File: src/rtl/cpu_bus_pkg.sv
// Shared definitions for the 65C02 bus bridge: state encoding and defaults.
package cpu_bus_pkg;

  typedef enum logic [1:0] {
    IDLE = 2'd0,
    REQ  = 2'd1,
    DONE = 2'd2
  } bridge_state_t;

  localparam logic [15:0] FAST_TOP_DEFAULT = 16'h01FF;
  localparam logic [7:0]  ERR_DATA_DEFAULT = 8'hFF;
  localparam int          TIMEOUT_DEFAULT  = 16;

  // True when the address falls in the zero-wait internal RAM window (base 0).
  function automatic logic is_fast(input logic [15:0] addr, input logic [15:0] top);
    return (addr <= top);
  endfunction

endpackage

File: src/rtl/zp_ram.sv
// 512x8 synchronous single-port RAM for zero page and stack.
// Registered read port; the output register clears on reset so DI starts at 0.
module zp_ram (
  input  logic       clk,
  input  logic       rst,
  input  logic       we,
  input  logic       re,
  input  logic [8:0] addr,
  input  logic [7:0] wdata,
  output logic [7:0] rdata
);

  logic [7:0] mem [512];

  // Array write on the accepting edge of a fast write.
  always_ff @(posedge clk) begin
    if (we) mem[addr] <= wdata;
  end

  // Read register only moves on a fast read so it holds its value otherwise.
  always_ff @(posedge clk or posedge rst) begin
    if (rst)     rdata <= 8'h00;
    else if (re) rdata <= mem[addr];
  end

endmodule

File: src/rtl/cpu_mem_bridge.sv
// 65C02 bus responder: internal RAM for the low window, slow req/ack port
// for everything else, holding the CPU with RDY=0 until the slow access ends.
module cpu_mem_bridge
  import cpu_bus_pkg::*;
#(
  parameter logic [15:0] FAST_TOP = FAST_TOP_DEFAULT,
  parameter int          TIMEOUT  = TIMEOUT_DEFAULT,
  parameter logic [7:0]  ERR_DATA = ERR_DATA_DEFAULT
) (
  input  logic        clk,
  input  logic        RST,
  input  logic [15:0] AB,
  input  logic [7:0]  DO,
  input  logic        WE,
  output logic [7:0]  DI,
  output logic        RDY,
  output logic        mem_req,
  output logic        mem_we,
  output logic [15:0] mem_addr,
  output logic [7:0]  mem_wdata,
  input  logic        mem_ack,
  input  logic [7:0]  mem_rdata,
  output logic        err,
  input  logic        err_clr
);

  localparam logic [15:0] CNT_LAST = 16'(TIMEOUT - 1);

  bridge_state_t state, next_state;
  logic [15:0]   cnt;
  logic [7:0]    captured;
  logic [7:0]    di_slow;
  logic          di_from_ram;
  logic [7:0]    ram_rdata;
  logic          fast_hit;
  logic          start_req;
  logic          ack_fin;
  logic          timeout_fin;

  assign fast_hit = is_fast(AB, FAST_TOP);
  assign RDY      = RST | fast_hit | (state == DONE);
  assign DI       = di_from_ram ? ram_rdata : di_slow;

  zp_ram u_zp_ram (
    .clk   (clk),
    .rst   (RST),
    .we    (fast_hit & WE & ~RST),
    .re    (fast_hit & ~WE & ~RST),
    .addr  (AB[8:0]),
    .wdata (DO),
    .rdata (ram_rdata)
  );

  // State register; reset abandons any outstanding slow request.
  always_ff @(posedge clk or posedge RST) begin
    if (RST) state <= IDLE;
    else     state <= next_state;
  end

  // Next-state decode plus one-cycle event strobes for the datapath.
  always_comb begin
    next_state  = state;
    start_req   = 1'b0;
    ack_fin     = 1'b0;
    timeout_fin = 1'b0;
    case (state)
      IDLE: begin
        if (!fast_hit) begin
          start_req  = 1'b1;
          next_state = REQ;
        end
      end
      REQ: begin
        if (mem_ack) begin
          ack_fin    = 1'b1;
          next_state = DONE;
        end else if (cnt == CNT_LAST) begin
          timeout_fin = 1'b1;
          next_state  = DONE;
        end
      end
      DONE:    next_state = IDLE;
      default: next_state = IDLE;
    endcase
  end

  // Slow-port request registers, timeout counter and captured read data.
  always_ff @(posedge clk or posedge RST) begin
    if (RST) begin
      mem_req   <= 1'b0;
      mem_we    <= 1'b0;
      mem_addr  <= 16'h0000;
      mem_wdata <= 8'h00;
      cnt       <= 16'h0000;
      captured  <= 8'h00;
    end else begin
      if (start_req) begin
        mem_req   <= 1'b1;
        mem_we    <= WE;
        mem_addr  <= AB;
        mem_wdata <= DO;
        cnt       <= 16'h0000;
      end
      if (state == REQ && !mem_ack) cnt <= cnt + 16'h0001;
      if (ack_fin) begin
        mem_req <= 1'b0;
        if (!mem_we) captured <= mem_rdata;
      end
      if (timeout_fin) begin
        mem_req  <= 1'b0;
        captured <= ERR_DATA;
      end
    end
  end

  // Sticky error flag; a timeout in the same cycle as a clear keeps it set.
  always_ff @(posedge clk or posedge RST) begin
    if (RST)              err <= 1'b0;
    else if (timeout_fin) err <= 1'b1;
    else if (err_clr)     err <= 1'b0;
  end

  // DI source select: RAM register after a fast read, captured data after a slow read.
  always_ff @(posedge clk or posedge RST) begin
    if (RST) begin
      di_slow     <= 8'h00;
      di_from_ram <= 1'b0;
    end else if (state == DONE) begin
      if (!mem_we) begin
        di_slow     <= captured;
        di_from_ram <= 1'b0;
      end
    end else if (fast_hit && !WE) begin
      di_from_ram <= 1'b1;
    end
  end

endmodule

File: config.mk
export PLATFORM = sky130hd
export DESIGN_NAME = cpu_mem_bridge
export DESIGN_NICKNAME = d
export VERILOG_FILES = /design/src/rtl/cpu_bus_pkg.sv /design/src/rtl/zp_ram.sv /design/src/rtl/cpu_mem_bridge.sv
export SDC_FILE = /design/constraint.sdc
export NUM_CORES = 2
export LEC_CHECK = 0
export CAP_MARGIN = 10
export CORE_MARGIN = 2
export CORE_UTILIZATION = 44
export DETAILED_ROUTE_END_ITERATION = 12
export PLACE_DENSITY = 0.6
export SLEW_MARGIN = 5
export SYNTH_ARGS = -nofsm -noshare
export SYNTH_HDL_FRONTEND = slang
export SYNTH_SLANG_ARGS = --single-unit
export TNS_END_PERCENT = 100
File: constraint.sdc
create_clock -name clk -period 3.4 [get_ports clk]
set_clock_uncertainty 0.05 [all_clocks]
set_input_delay 0.68 -clock clk [delete_from_list [all_inputs] [get_ports clk]]
set_output_delay 0.68 -clock clk [all_outputs]
set_load 0.05 [all_outputs]
Word-level counts from Yosys, hierarchy flattened. Memories as Yosys holds them, arrays and structs flattened. A register that Yosys moved wholly into a read port is not among the register bits. Index checks and enable logic that the tools add are counted.

$add $sub $neg: 1. Magnitude comparators: 1. Equality and inequality tests: 7. Mux-type cells: 27. Bitwise logic cells: 9. Reduce and logical (&&, ||, !) cells: 14.

Operators by type and width (count): $mux W16 (2); $mux W8 (4); $mux W1 (17); $add A16 B1 Y16 const B (1); $eq A16 B4 Y1 const B (1); $le A16 B9 Y1 const B (1); $reduce_and A2 Y1 (4); $reduce_bool A2 Y1 (4); $mux W2 (3); $and A1 B1 Y1 (4); $ne A2 B2 Y1 const B (2); $pmux W2 S2 (1); $ne A3 B3 Y1 const B (1); $not A1 Y1 (3); $reduce_bool A3 Y1 (1); $eq A2 B1 Y1 const B (1); $eq A2 B2 Y1 const B (1); $logic_and A1 B1 Y1 (2); $logic_not A1 Y1 (2); $logic_not A2 Y1 (1); $ne A2 B1 Y1 const B (1); $or A1 B1 Y1 (2).

Register bits after elaboration: 62. Memory bits (writable): 4096. Input port bits: 37. Output and inout port bits: 36. Logic and storage cells: 70. Memories: 1.

Memory list: u_zp_ram.mem (depth 512, bits a word 8, read ports 1, clocked after memory_dff 1, write ports 1, RTL line zp_ram.sv:13) `logic [7:0] mem [512];`.

Longest topological paths before layout.
Depth after elaboration: 6. Depth in mapped cells: 13. Depth with buffers taken out: 8.

Hierarchy. A second synthesis with hierarchy kept.

Cell total of the unflattened synthesis: 7467. Area total of the unflattened synthesis: 161382.3 µm².

Modules (own cells, without submodules): zp_ram (instances 1, cells an instance 7241, area each 158602.1 µm², seq. area each 123198.2 µm²); cpu_mem_bridge (instances 1, cells an instance 226, area each 2780.2 µm², seq. area each 1551.5 µm²).

Worst setup path after synthesis. No wires, ideal clock.

Path type: input -> register. Start: in RST. End: mem u_zp_ram.mem[11][0], enable pin. Library setup time: 370 ps. Arrival time: 3755 ps. Data required time: 2980 ps. Path slack: -775 ps. Stages on the path: 6. Path buffers: 1. Cells stage by stage: inv_1 > nand3_1 > nor2_1 > nand2_1 > clkbuf_1 > nor2_1.

Word-level cells in the longest chain between the ends: 4.

RTL lines: start: declaration (RTL line cpu_mem_bridge.sv:11) `input logic RST,`; $not A1 Y1 (RTL line cpu_mem_bridge.sv:47) `.we (fast_hit & WE & ~RST),`; $and A1 B1 Y1 (RTL line cpu_mem_bridge.sv:47); $mux W1 (RTL line zp_ram.sv:17) `if (we) mem[addr] <= wdata;`; $mux W1 (implied by the code) (RTL line zp_ram.sv:17); end: declaration (RTL line zp_ram.sv:13).

No other way between the ends.

Worst setup path in the final report.
Start: in AB[0]. End: reg u_zp_ram.rdata[0] (read register of u_zp_ram.mem).

Word-level cells in the longest chain between the ends: 3.

RTL lines: start: declaration (RTL line cpu_mem_bridge.sv:12) `input logic [15:0] AB,`; $le A16 B9 Y1 (RTL line cpu_bus_pkg.sv:16) `return (addr <= top);`; $and A1 B1 Y1 (2 in series) (RTL line cpu_mem_bridge.sv:48) `.re (fast_hit & ~WE & ~RST),`; end: declaration (RTL line zp_ram.sv:10) `output logic [7:0] rdata`.

Several ways; a longest one is shown, not always the timed one. A chain may end at the register's enable or synchronous reset.

==> results.sh <==
export IMPL_p_per_area_nw_per_um2=568
export IMPL_netlist_area_um2=161000
export IMPL_netlist_cell_type_count=77
export IMPL_status="complete, but fails checks"
export IMPL_antenna_found_initial=31
export IMPL_hold_class="in2reg"
export IMPL_drtAntennaViolNets=0
export IMPL_fin_ws_ns=-0.0109
export IMPL_grt_pass1_vias=88300
export IMPL_hold_viol_final=0
export IMPL_cp_max_fo=24
export IMPL_cts_sinks=4166
export IMPL_dieWidth_um=610
export IMPL_endpoint_kind="flip-flop"
export IMPL_postPlaceCellArea_um2=182000
export IMPL_die_area_um2=372000
export IMPL_post_cts_buffers=0
export IMPL_syn_num_nets=7649
export IMPL_n_fill_cell=28100
export IMPL_ys_ff_latch=4166
export IMPL_final_seq_area_um2=125000
export IMPL_min_period_ns=3.41
export IMPL_cpMaxStageDelayCell="nor3_1"
export IMPL_clock_latency_ns=1.01
export IMPL_post_route_util=0.536
export IMPL_ios=73
export IMPL_wire_per_inst_um=33.2
export IMPL_syn_area_per_cell_um2=21.2
export IMPL_max_stage_delay_ns=0.64
export IMPL_peakVddDrop_mv=0.451
export IMPL_synth_edff_count=4096
export IMPL_multiInputGateArea_um2=34500
export IMPL_fin_cells=14600
export IMPL_reg2regPathDepth=9
export IMPL_grt_overflow=0
export IMPL_drv_cap=0
export IMPL_cts_made_buffers=426
export IMPL_crit_chain="buf_16 -> buf_12 -> buf_12 -> buf_4 -> mux4_2 -> a22o_1 -> a221oi_1 -> buf_4 -> a31oi_1 -> buf_4 -> nor3_1 -> a41oi_1"
export IMPL_failed_checks="setup timing"
export IMPL_num_vias=88400
export IMPL_gp_congestion=0.948
export IMPL_timing_final_crit_share=1.00
export IMPL_portBuffers=72
export IMPL_cts_tree="done"
export IMPL_root_buffer="clkbuf_16"
export IMPL_finalNetCount=9467
export IMPL_grt_setup_unrepaired="no"
export IMPL_grt_pass1_wl_um=679000
export IMPL_layout_drive_gt1_share=0.359
export IMPL_start_util=0.442
export IMPL_crit_arrival_ns=4.20
export IMPL_grt_max_degree=127
export IMPL_syn_instance_count=7611
export IMPL_startpoint_type="input pin"
export IMPL_crit_top_cell="buf_4"
export IMPL_drtIter0Drc=12000
export IMPL_synth_yosys_warnings=0
export IMPL_synthFlopType="edfxtp_1"
export IMPL_worstMarginPinSlew_ns=1.33
export IMPL_path_class="in2reg"
export IMPL_holdWs_ns=0.113
export IMPL_crit_required_ns=4.19
export IMPL_finalMaxSlewViolations=0
export IMPL_drc=0
export IMPL_cts_max_level=5
export IMPL_ys_async_sr_fraction=0.0168
export IMPL_fmax_mhz=293
export IMPL_finalWirelength_um=486000
export IMPL_ff2ff_setup_slack_ns=0.32
export IMPL_slew_headroom=0.108
export IMPL_leakagePower_uw=0.0653
export IMPL_r2r_end="u_zp_ram.rdata[4]$_DFFE_PP0P_"
export IMPL_clkTransAtPathRegs_ns=0.06
export IMPL_drt_first_pass_iters=6
export IMPL_crit_end="u_zp_ram.rdata[0]$_DFFE_PP0P_"
export IMPL_via_per_inst=6.05
export IMPL_final_area_um2=196000
export IMPL_crit_start="AB[0]"
export IMPL_place_hpwl_um=324000
export IMPL_yosysSeqAreaShare=0.773
export IMPL_crit_reg2reg_launch="u_zp_ram.mem[452][4]$_DFFE_PP_"
export IMPL_coreArea_um2=365000
export IMPL_area_growth_pct=21.4
export IMPL_place_inst=13800
export IMPL_cts_path_max_buffers=4
export IMPL_gr_usage_all_layers=0.258
export IMPL_finalSetupViolCount=1
export IMPL_dieHeight_um=610
export IMPL_num_rows=222
==> repair_timing <==
action,in CTS,in global routing
endpoints found under the setup margin,8,2
endpoints found under the hold margin,15,0
pin swaps,0,0
resized for setup,8,2
hold buffers,1,0
==> sequential cells by signal (all words and copies together) (netlist names) <==
register and flops:
u_zp_ram.mem 4096, cnt 16, mem_addr 16, captured 8, di_slow 8, mem_wdata 8, u_zp_ram.rdata 8, state 2
di_from_ram 1, err 1, mem_req 1, mem_we 1
==> area by class of cell <==
type / instances / area share
Multi-Input combinational cell: 2960 / 0.176
Sequential cell: 4166 / 0.637
Clock inverter: 296 / 0.0138
Antenna cell: 18 / 0.000230
Timing Repair Buffer: 1865 / 0.0861
Tap cell: 4816 / 0.0308
Clock buffer: 488 / 0.0563
Inverter: 10 / 0.000211
==> cells in the mapped netlist (7+ instances only) <==
master | number | area, um2
nor2_1 | 597 | 2240
dfrtp_1 | 70 | 1750
o221ai_1 | 7 | 61.3
mux4_2 | 960 | 21600
nand4_1 | 45 | 282
nor2b_1 | 21 | 131
nand2b_1 | 8 | 50.1
a22o_1 | 42 | 368
buf_6 | 21 | 236
nor4_1 | 31 | 194
buf_1 | 58 | 218
a2111oi_0 | 7 | 61.3
a21oi_1 | 110 | 551
edfxtp_1 | 4096 | 123000
buf_2 | 161 | 806
nand3_1 | 58 | 290
or3_1 | 7 | 43.8
and3_1 | 12 | 75.1
a22oi_1 | 219 | 1640
o21ai_0 | 74 | 370
buf_4 | 57 | 428
nor3b_1 | 14 | 105
and2_1 | 10 | 62.6
a31oi_1 | 28 | 175
inv_1 | 10 | 37.5
o22ai_1 | 58 | 363
o31ai_1 | 7 | 52.6
nand2_1 | 124 | 465
o2111ai_1 | 8 | 70.1
clkbuf_1 | 176 | 661
mux2i_1 | 295 | 2950
nor3_1 | 18 | 90.1
a211oi_1 | 12 | 90.1
a41oi_1 | 7 | 61.3
mux2_2 | 56 | 631
a221oi_1 | 40 | 350
==> metal layers <==
layer  vias to the layer above  share of wire  track usage
li1                      35600              -            -
met5                         -        0.00026            0
met3                       829          0.098       0.0546
met4                        20          0.039       0.0920
met1                     47200           0.39        0.355
met2                      4796           0.47        0.410
==> logic make-up after synthesis <==
group / Yosys count / synth area share
flops: 4166 / 0.773
mux: 1311 / 0.156
simple gates: 983 / 0.0271
compound gates: 663 / 0.0286
buf+inv: 485 / 0.0150
xor+xnor: 2 / 0.000109
fa+ha+maj: 1 / 0.0000775
==> where the power goes <==
| part | switching, uW | total, uW | internal [uW] |
|---|---|---|---|
| clock | 19900 | 46200 | 26300 |
| combinational | 5050 | 8090 | 3040 |
| sequential | 269 | 56900 | 56700 |
| total | 25200 | 111000 | 86000 |
==> worst max-delay path: cells and delay by family <==
kind / cells / cell delay, ns
simple gates: 1 / 0.64
mux: 1 / 0.53
compound gates: 4 / 0.94
buf+inv: 6 / 1.27
==> stage by stage <==
step / worst slack (ns) / total power (uW) / TNS (ns)
2_1_floorplan: 0.0853 / 61800 / 0
3_3_place_gp: -1.17 / 66000 / -249.49
3_5_place_dp: -1.01 / 66100 / -257.12
4_1_cts: 0.0105 / 112000 / 0
5_1_grt: 0.0406 / 114000 / 0
6_report: -0.0109 / 111000 / -0.0109
==> placed cells by master, fill, tap and decap left out, types with 70 or more instances in the layout <==
master     netlist  final
a21oi_1        110    110
a22oi_1        219    219
buf_12           0    209
buf_4           57   1585
clkbuf_16        0    432
clkinv_1         0     99
clkinv_2         0    104
dfrtp_1         70     70
edfxtp_1      4096   4096
mux2i_1        295    295
mux4_2         960    960
nand2_1        124    109
nor2_1         597    593
o21ai_0         74     73
==> worst min-delay path by stage <==
stage,from,endpoint,cells past startpoint
2_1_floorplan,cnt[15]$_DFFE_PP0P_,cnt[15]$_DFFE_PP0P_,1
3_3_place_gp,mem_addr[15]$_DFFE_PP0P_,mem_addr[15]$_DFFE_PP0P_,2
3_5_place_dp,err$_DFFE_PP0P_,err$_DFFE_PP0P_,1
4_1_cts,DO[3],u_zp_ram.mem[492][3]$_DFFE_PP_,1
5_1_grt,DO[3],u_zp_ram.mem[492][3]$_DFFE_PP_,1
6_report,DO[3],u_zp_ram.mem[492][3]$_DFFE_PP_,1
Note: power is estimated with default switching activity, not from simulation.
